==> src/rtl/serializador_par_param.sv <==
// Parallel-to-serial width converter for the PHY transmit path.
// Words are emitted most-significant slice first, one OUT_W slice per clock, with selectable active width.
module serializador_par_param #(
  parameter int IN_W  = 32,
  parameter int OUT_W = 8
) (
  input  logic             clk,
  input  logic             reset,
  input  logic             enb,
  input  logic [1:0]       pclk_sel,
  input  logic [IN_W-1:0]  in_data,
  input  logic             in_valid,
  output logic             in_ready,
  output logic [OUT_W-1:0] out_data,
  output logic             out_valid,
  input  logic             out_ready,
  output logic             out_last,
  output logic             sel_err
);

  localparam int RATIO = IN_W / OUT_W;
  localparam int CW    = (RATIO > 1) ? $clog2(RATIO) : 1;

  localparam logic [CW-1:0] CNT_FULL = CW'(RATIO - 1);
  localparam logic [CW-1:0] CNT_HALF = CW'(RATIO / 2 - 1);
  localparam logic [CW-1:0] CNT_QUAR = CW'(RATIO / 4 - 1);

  typedef enum logic {IDLE, SHIFT} state_t;

  state_t          state, state_nxt;
  logic [IN_W-1:0] sr;
  logic [IN_W-1:0] load_word;
  logic [CW-1:0]   cnt;
  logic [CW-1:0]   cnt_load;
  logic            accept;
  logic            xfer;
  logic            cnt_zero;

  assign cnt_zero = (cnt == '0);
  assign accept   = in_valid & in_ready;
  assign xfer     = out_valid & out_ready;

  // Left-align the active low region so the first slice sits at the top of sr.
  always_comb begin
    load_word = in_data;
    cnt_load  = CNT_FULL;
    case (pclk_sel)
      2'b00: begin
        load_word = in_data;
        cnt_load  = CNT_FULL;
      end
      2'b01: begin
        load_word = in_data << (IN_W / 2);
        cnt_load  = CNT_HALF;
      end
      default: begin
        load_word = in_data << (3 * IN_W / 4);
        cnt_load  = CNT_QUAR;
      end
    endcase
  end

  always_ff @(posedge clk) begin
    if (reset) begin
      state   <= IDLE;
      sr      <= '0;
      cnt     <= '0;
      sel_err <= 1'b0;
    end else begin
      state   <= state_nxt;
      sel_err <= accept & (pclk_sel == 2'b11);
      if (accept) begin
        sr  <= load_word;
        cnt <= cnt_load;
      end else if (xfer && !cnt_zero) begin
        sr  <= sr << OUT_W;
        cnt <= cnt - 1'b1;
      end
    end
  end

  always_comb begin
    state_nxt = state;
    case (state)
      IDLE:    if (accept) state_nxt = SHIFT;
      SHIFT:   if (xfer && cnt_zero && !accept) state_nxt = IDLE;
      default: state_nxt = IDLE;
    endcase
  end

  always_comb begin
    out_valid = (state == SHIFT);
    out_last  = (state == SHIFT) & cnt_zero;
    out_data  = sr[IN_W-1 -: OUT_W];
    in_ready  = enb & ~reset &
                ((state == IDLE) | ((state == SHIFT) & cnt_zero & out_ready));
  end

endmodule

==> config.mk <==
export PLATFORM = sky130hd
export DESIGN_NAME = serializador_par_param
export DESIGN_NICKNAME = d
export VERILOG_FILES = /design/src/rtl/serializador_par_param.sv
export SDC_FILE = /design/constraint.sdc
export NUM_CORES = 1
export LEC_CHECK = 0
export ABC_AREA = 1
export CAP_MARGIN = 10
export CORE_AREA = 2 2 67 69
export CTS_CLUSTER_DIAMETER = 60
export CTS_CLUSTER_SIZE = 40
export DETAILED_ROUTE_END_ITERATION = 12
export DIE_AREA = 0 0 69 71
export PLACE_DENSITY = 0.75
export SETUP_SLACK_MARGIN = 0.02
export SYNTH_ARGS = -nofsm -noshare
export SYNTH_HDL_FRONTEND = slang
export SYNTH_SLANG_ARGS = --single-unit
==> constraint.sdc <==
create_clock -name clk -period 1.75 [get_ports clk]
set_clock_uncertainty 0.1 [all_clocks]
set_input_delay 0.175 -clock clk [delete_from_list [all_inputs] [get_ports clk]]
set_output_delay 0.175 -clock clk [all_outputs]
set_load 0.1 [all_outputs]
Word-level counts from Yosys, hierarchy flattened
Cells that the tools add are included.
W data, S select, Z words.
- $add $sub $neg: 1
- eq/ne operators: 2
- mux-type cells: 9
- bitwise gates (word level): 10
- reductions and logical operators: 8
- operator list (kind ; number):
    $mux W32 ; 2
    $pmux W32 S2 ; 1
    $and A1 B1 Y1 ; 7
    $logic_not A2 Y1 ; 2
    $mux W2 ; 2
    $pmux W2 S2 ; 1
    $logic_and A1 B1 Y1 ; 3
    $eq A2 B1 Y1 const B ; 1
    $eq A2 B2 Y1 const B ; 1
    $logic_not A1 Y1 ; 2
    $mux W1 ; 2
    $not A1 Y1 ; 2
    $pmux W1 S2 ; 1
    $reduce_bool A2 Y1 ; 1
    $sub A2 B1 Y2 const B ; 1
    $or A1 B1 Y1 ; 1
- register bits: 36
- logic and storage cells: 34

Logic depth before layout (Yosys ltp)
Gate-level depths: netlist of the first run.
- depth in word-level cells: 10
- depth in mapped cells: 10
- gate-level depth less buffers: 10

Worst setup path before layout of the first run
OpenSTA, ideal clock, no wires.
- path kind: register to register
- start: register state, in the netlist out_valid
- end: register sr[15]
- arrival time: 1.846 ns
- required time: 1.580 ns
- setup slack: -0.266 ns
- stages on the path, launching flop included: 8
- buffers on the path: 1
- period minus slack after synthesis: 2.016 ns
- cells stage by stage: dfxtp_1 nand2_1 nor2_4 buf_4 nand2_1 nand2_1 nand2_1 a21oi_1
- word-level cells in the longest chain between the ends: 6
- ends and longest elaborated chain (what ; line ; source):
    start, declared ; 30 ; state_t state, state_nxt;
    start signal, assigned ; 70 ; state <= state_nxt;
    $and A1 B1 Y1 (2 in a row) ; 96 ; ((state == IDLE) | ((state == SHIFT) & cnt_zero & out_ready));
    $or A1 B1 Y1 ; 96 ;
    $and A1 B1 Y1 ; 95 ; in_ready = enb & ~reset &
    $and A1 B1 Y1 ; 40 ; assign accept = in_valid & in_ready;
    $mux W32 / $reduce_bool A2 Y1 (equally long branches) ; - ;
    end signal, assigned ; 73 ; sr <= load_word;
    end signal, assigned ; 76 ; sr <= sr << OUT_W;
    end, declared ; 31 ; logic [IN_W-1:0] sr;
Parallel ways exist; a longest one is shown, timed or not.
A chain may end at the register's enable or synchronous reset.

Final worst setup path of the first run
- start: register cnt[0]
- end: register cnt[1]
- word-level cells in the longest chain between the ends: 7
- ends and longest elaborated chain (what ; line ; source):
    start, declared ; 33 ; logic [CW-1:0] cnt;
    start signal, assigned ; 74 ; cnt <= cnt_load;
    start signal, assigned ; 77 ; cnt <= cnt - 1'b1;
    $logic_not A2 Y1 ; 39 ; assign cnt_zero = (cnt == '0);
    $and A1 B1 Y1 (2 in a row) ; 96 ;
    $or A1 B1 Y1 ; 96 ;
    $and A1 B1 Y1 ; 95 ;
    $and A1 B1 Y1 ; 40 ;
    $mux W2 / $reduce_bool A2 Y1 (equally long branches) ; - ;
Parallel ways exist; a longest one is shown, timed or not. The select of a mux whose other input is x is not followed.

==> results of run 1 <==
## cells by family (layout without fill, tap and decap cells)
group                      Yosys count  in the layout  share of synthesized area, %
and+or+nand+nor                    185            185                         40.01
xor gates and xnor gates             1              1                        0.4412
adders and majority gates            1              1                        0.6300
buffers and inverters               42             95                         10.77
DFF                                 36             36                         36.29
AOI/OAI and AO/OA                   47             47                         11.85
## state kept, by name (all words and copies together) (netlist names)
name	flops
cnt	2
sel_err	1
out_valid	1
sr	32
## worst max-delay path: cells and delay by family, from the launching register on
family | cells | cell delay (ns)
AND/OR/NAND/NOR | 5 | 0.75
flip-flops | 1 | 0.31
buffers and inverters | 2 | 0.27
adder cells (fa/ha/maj) | 1 | 0.19
## metal layers
| metal | global-route usage [%] | vias up | wire length [um] | part of all wire, % |
|---|---|---|---|---|
| li1 | - | 1086 | - | - |
| met1 | 27.18 | 939 | 2228 | 45 |
| met2 | 34.29 | 61 | 2378 | 48 |
| met3 | 2.849 | 12 | 268 | 5.4 |
| met4 | 9.804 | 0 | 122 | 2.4 |
| met5 | 0 | - | 0 | 0 |
## report_power, final
group          total [uW]  switching (uW)  internal, uW
sequential            868            20.2           848
combinational         468             267           202
clock                 601             280           321
## synthesized netlist by cell type, drive strengths merged
cell / number / share of area (%)
nand2: 135 / 26
inv: 19 / 3.6
nor3: 1 / 0.25
xor2: 1 / 0.44
nor2: 15 / 4.7
a21oi: 25 / 6.3
o21ai: 22 / 5.5
or2: 1 / 0.32
dfxtp: 36 / 36
nand3: 31 / 8.4
nand4: 1 / 0.32
buf: 21 / 6.8
nand3b: 1 / 0.38
ha: 1 / 0.63
clkbuf: 2 / 0.38
## worst paths after layout
| kind | slack (ns) | from | endpoint | cells past startpoint |
|---|---|---|---|---|
| worst max register to register | 0.06 | cnt[0] | cnt[1] | 8 |
| worst max-delay path | 0.06 | cnt[0] | cnt[1] | 8 |
| worst min register to register | 0.36 | sr[2] | sr[2] | 2 |
| worst min-delay path | 0.36 | sr[2] | sr[2] | 2 |
## repair_timing
item,CTS,global route
resized for setup,0,2
endpoints found under the hold margin,0,0
hold buffers,0,0
endpoints found under the setup margin,0,15
setup buffers,0,3
## area by class of cell
class	instances	area, um^2
fillers	382	1446
clock buffers	8	90.09
inverters	19	71.32
repair buffers	68	755.7
flip-flops and latches	36	721.9
multi-input cells	234	1054
well taps	52	65.06
## through the flow
step            TNS [ns]  power, uW  utilization [%]
2_1_floorplan          0       1147                -
3_3_place_gp           0       1345            62.86
3_5_place_dp           0       1350            62.86
4_1_cts                0       1951            65.00
5_1_grt        -0.001805       2012            65.60
6_report               0       1938            65.60
==> metrics.csv, run 1 <==
metric;value;unit
detailroute.via_count;2098;
post_layout_nonfiller_instances;417;
place_ws;0.002681;ns
worst_setup_hold_path_clk_slew;0.07;ns
start_util;47.23;%
cp_slowest_cell;dfxtp_1;
std_cell_rows;24;
cts-htree-levels;2;
report.final.hold_viol_count;0;
cp-start-kind;flip-flop;
timing.final.max_slew_violations;0;
vdd_drop_max;0.4871;mV
final_design_area_no_fill;2758;um^2
synthesis.area;1986;um^2
worst_ep_required_time;1.87;ns
critPathArrivalTime;1.81;ns
timing.critical_path.mode_cell;nor2_1;
vertical_die_dimension;71;um
power_density;702.8;nW/um^2
grt_max_degree;28;
timing.final.crit_period;1.687;ns
core_area;4204;um^2
floorplan_die_area;4899;um^2
final.period_utilization;96.38;%
relSlewSlack;73.55;%
drv_cap;0;
design.final.nets;404;
num_io_pins;51;
drt_pre_antenna_iters;4;
layout_setup_ws;0.06337;ns
dp_area;2643;um^2
cts.root.buffer_cell;clkbuf_8;
yosysWarningCount;0;
post_synth_num_cell_types;24;
finalSetupViolations;0;
path_class;reg2reg;
avgRoutedWirePerCell;11.98;um
detailedPlacementHpwl;3744;um
run_status;finished, final reports clean;
grt_first_pass_wirelength;8397;um
via_count_of_the_first_global_routing_pass;1902;
cts_inserted_buffers;5;
syn_nets;352;
achievable-frequency;0.5929;GHz
timing.hold.worst.class;reg2reg;
drtIter0Drc;158;
number_of_antenna_violations_at_the_first_check_in_global_routing;0;
drc;0;
synth_area_per_cell;6.364;um^2
ys_seq_area_share;36.29;%
cp-end-kind;flip-flop;
cts.path.max_buffers;2;
antennaDiodeCount;0;
unrepaired_setup_endpoints_after_global_routing;yes;
syn_inst;312;
leakage;0.001251;uW
placement.io_buffers;50;
hold_slack;0.3620;ns
worst_max_slew_pin_slew;0.3952;ns
largest_driver_fanout_on_the_critical_path;6;
drive_gt1_share;13.15;%
synth_seq_cells;36;
global_route.usage.total;20.83;%
layout.cells.most_common;nand2_1;
synthToLayoutAreaGrowth;38.88;%
detail_route.vias_per_cell;5.031;
gpl.final_weighted_congestion;0.8376;
tritoncts;yes;
worst_skew_pair.late_latency;0.28;ns
worst_path_largest_cell_delay;0.31;ns
detail_route.wirelength;4997;um
grt-ovfl-total;0;
place.detailed.instances;406;
most-common-layout-cells;134 x nand2_1, 38 x clkdlybuf4s50_1, 35 x dfxtp_1;
route.antenna.remaining_nets;0;
die_w;69;um
cp_cell_sequence;inv_1 -> ha_2 -> nand3b_1 -> buf_4 -> or2_2 -> nand2_1 -> nor2_1 -> nor2_1;
cts_sinks;36;
No activity file was read; power rests on OpenSTA's default activity.
==> inputs of run 2 (changes only) <==
- GPL_TIMING_DRIVEN: unset -> 0
==> run 2 against run 1 <==
Net effect:
- non-clock buffer count up 12
- core utilization down 0.18 points
- sequential share of layout area up 0.071 points
- critical path depth down 7
- final cell count up 3.1%
==> metrics.csv, run 2 (same netlist as run 1, synthesis figures left out) <==
metric;value;unit
run_status;finished, final reports clean;
largest_driver_fanout_on_the_critical_path;1;
design.final.nets;417;
number_of_antenna_violations_at_the_first_check_in_global_routing;0;
relSlewSlack;37.12;%
critPathTopFamily;buffers and inverters;
cts.root.buffer_cell;clkbuf_8;
drive_gt1_share;16.14;%
final_design_area_no_fill;2750;um^2
leakage;0.001254;uW
antennaDiodeCount;0;
cp_cell_sequence;clkdlybuf4s15_1;
unrepaired_setup_endpoints_after_global_routing;yes;
worst_path_largest_cell_delay;0.81;ns
grt_max_degree;11;
worst_setup_hold_path_clk_slew;0.07;ns
route.antenna.remaining_nets;0;
drv_cap;0;
place_ws;-0.6495;ns
drc;0;
endpoint_of_the_worst_register_to_register_path;sr[7];
grt_first_pass_wirelength;8583;um
hold_path.startpoint;reset;
final.period_utilization;96.18;%
achievable-frequency;0.5941;GHz
max_ffs_per_register;32;
via_count_of_the_first_global_routing_pass;1837;
core_util_final;65.42;%
power_density;699.8;nW/um^2
report.final.hold_viol_count;0;
path_class;reg2out;
grt-ovfl-total;0;
gpl.final_weighted_congestion;0.8559;
critical_path.reg2reg.startpoint;cnt[0];
detail_route.wirelength;5264;um
tritoncts;yes;
die_w;69;um
floorplan_die_area;4899;um^2
worst_skew_pair.late_latency;0.29;ns
largest_registers;sr: 32 flops, cnt: 2 flops;
avgRoutedWirePerCell;12.24;um
cp-start-kind;flip-flop;
core_area;4204;um^2
std_cell_rows;24;
synthToLayoutAreaGrowth;38.50;%
start_util;47.23;%
global_route.usage.total;21.93;%
num_io_pins;51;
worst_max_slew_pin_slew;0.9469;ns
timing.final.max_slew_violations;0;
placement.io_buffers;49;
timing.final.crit_period;1.683;ns
vertical_die_dimension;71;um
cp_slowest_cell;clkdlybuf4s15_1;
dp_area;2542;um^2
top_register;sr;
drtIter0Drc;176;
hold_depth;2;
detailroute.via_count;2093;
cts.path.max_buffers;2;
timing.hold.worst_endpoint;sr[1];
cts_inserted_buffers;5;
worst-r2r-setup-slack;0.10;ns
finalSetupViolations;0;
most-common-layout-cells;133 x nand2_1, 37 x clkdlybuf4s50_1, 35 x dfxtp_1;
critPathArrivalTime;1.41;ns
drt_pre_antenna_iters;4;
vdd_drop_max;0.5066;mV
cts_sinks;36;
n_fill_cell;388;
layout_setup_ws;0.06681;ns
hold_slack;0.05411;ns
layout.cells.most_common;nand2_1;
cts-htree-levels;2;
crit_buf_inv;1;
detailedPlacementHpwl;3848;um
timing.hold.worst.class;in2reg;
detail_route.vias_per_cell;4.867;
ff_to_ff_path_depth;8;
worst_ep_required_time;1.47;ns
cp-end-kind;output port;
## run 2: layout make-up
class	instances	area, um^2	area share [%]
Buffer	23	142.6	5.187
Clock buffer	8	90.09	3.276
Inverter	19	75.07	2.730
Multi-Input combinational cell	235	1086	39.49
Sequential cell	36	721.9	26.25
Tap cell	52	65.06	2.366
Timing Repair Buffer	57	569.3	20.70
## run 2: how the worst max path moves through the flow
stage,cells after the start,slack (ns),end,from
finish,1,0.07,sel_err,sel_err
CTS,7,0.0007,in_ready,cnt[0]
global route,10,0.01,sr[25],cnt[0]
floorplan,6,0.03,in_ready,cnt[0]
global placement,6,-0.64,in_ready,out_ready
detailed placement,6,-0.65,in_ready,out_ready
## run 2: routing by layer
metal / track usage (%) / up-vias / share of wire [%]
li1: - / 1113 / -
met1: 28.60 / 913 / 45
met2: 37.93 / 61 / 49
met3: 3.419 / 6 / 5.7
met4: 5.882 / 0 / 0.97
met5: 0 / - / 0
## run 2: where the power goes
group          internal, uW  leakage, uW  total (uW)  switching, uW
Combinational           177     0.000916         452            276
Clock                   321    0.0000455         610            289
Sequential              848     0.000293         862           14.6
Total                  1350      0.00125        1920            579
## run 2: repair_timing
item,CTS,global route
endpoints found under the setup margin,20,36
gates cloned,0,1
hold buffers,0,0
buffers inserted,1,7
pin swaps,1,1
hold endpoints to repair,0,0
resized for setup,45,8
## run 2: stage by stage
stage	instances	setup TNS (ns)	total power, uW
6_report	430	0	1925
4_1_cts	422	0	1916
2_1_floorplan	312	0	1147
3_5_place_dp	413	-4.607	1314
5_1_grt	430	0	1999
3_3_place_gp	413	-3.481	1310
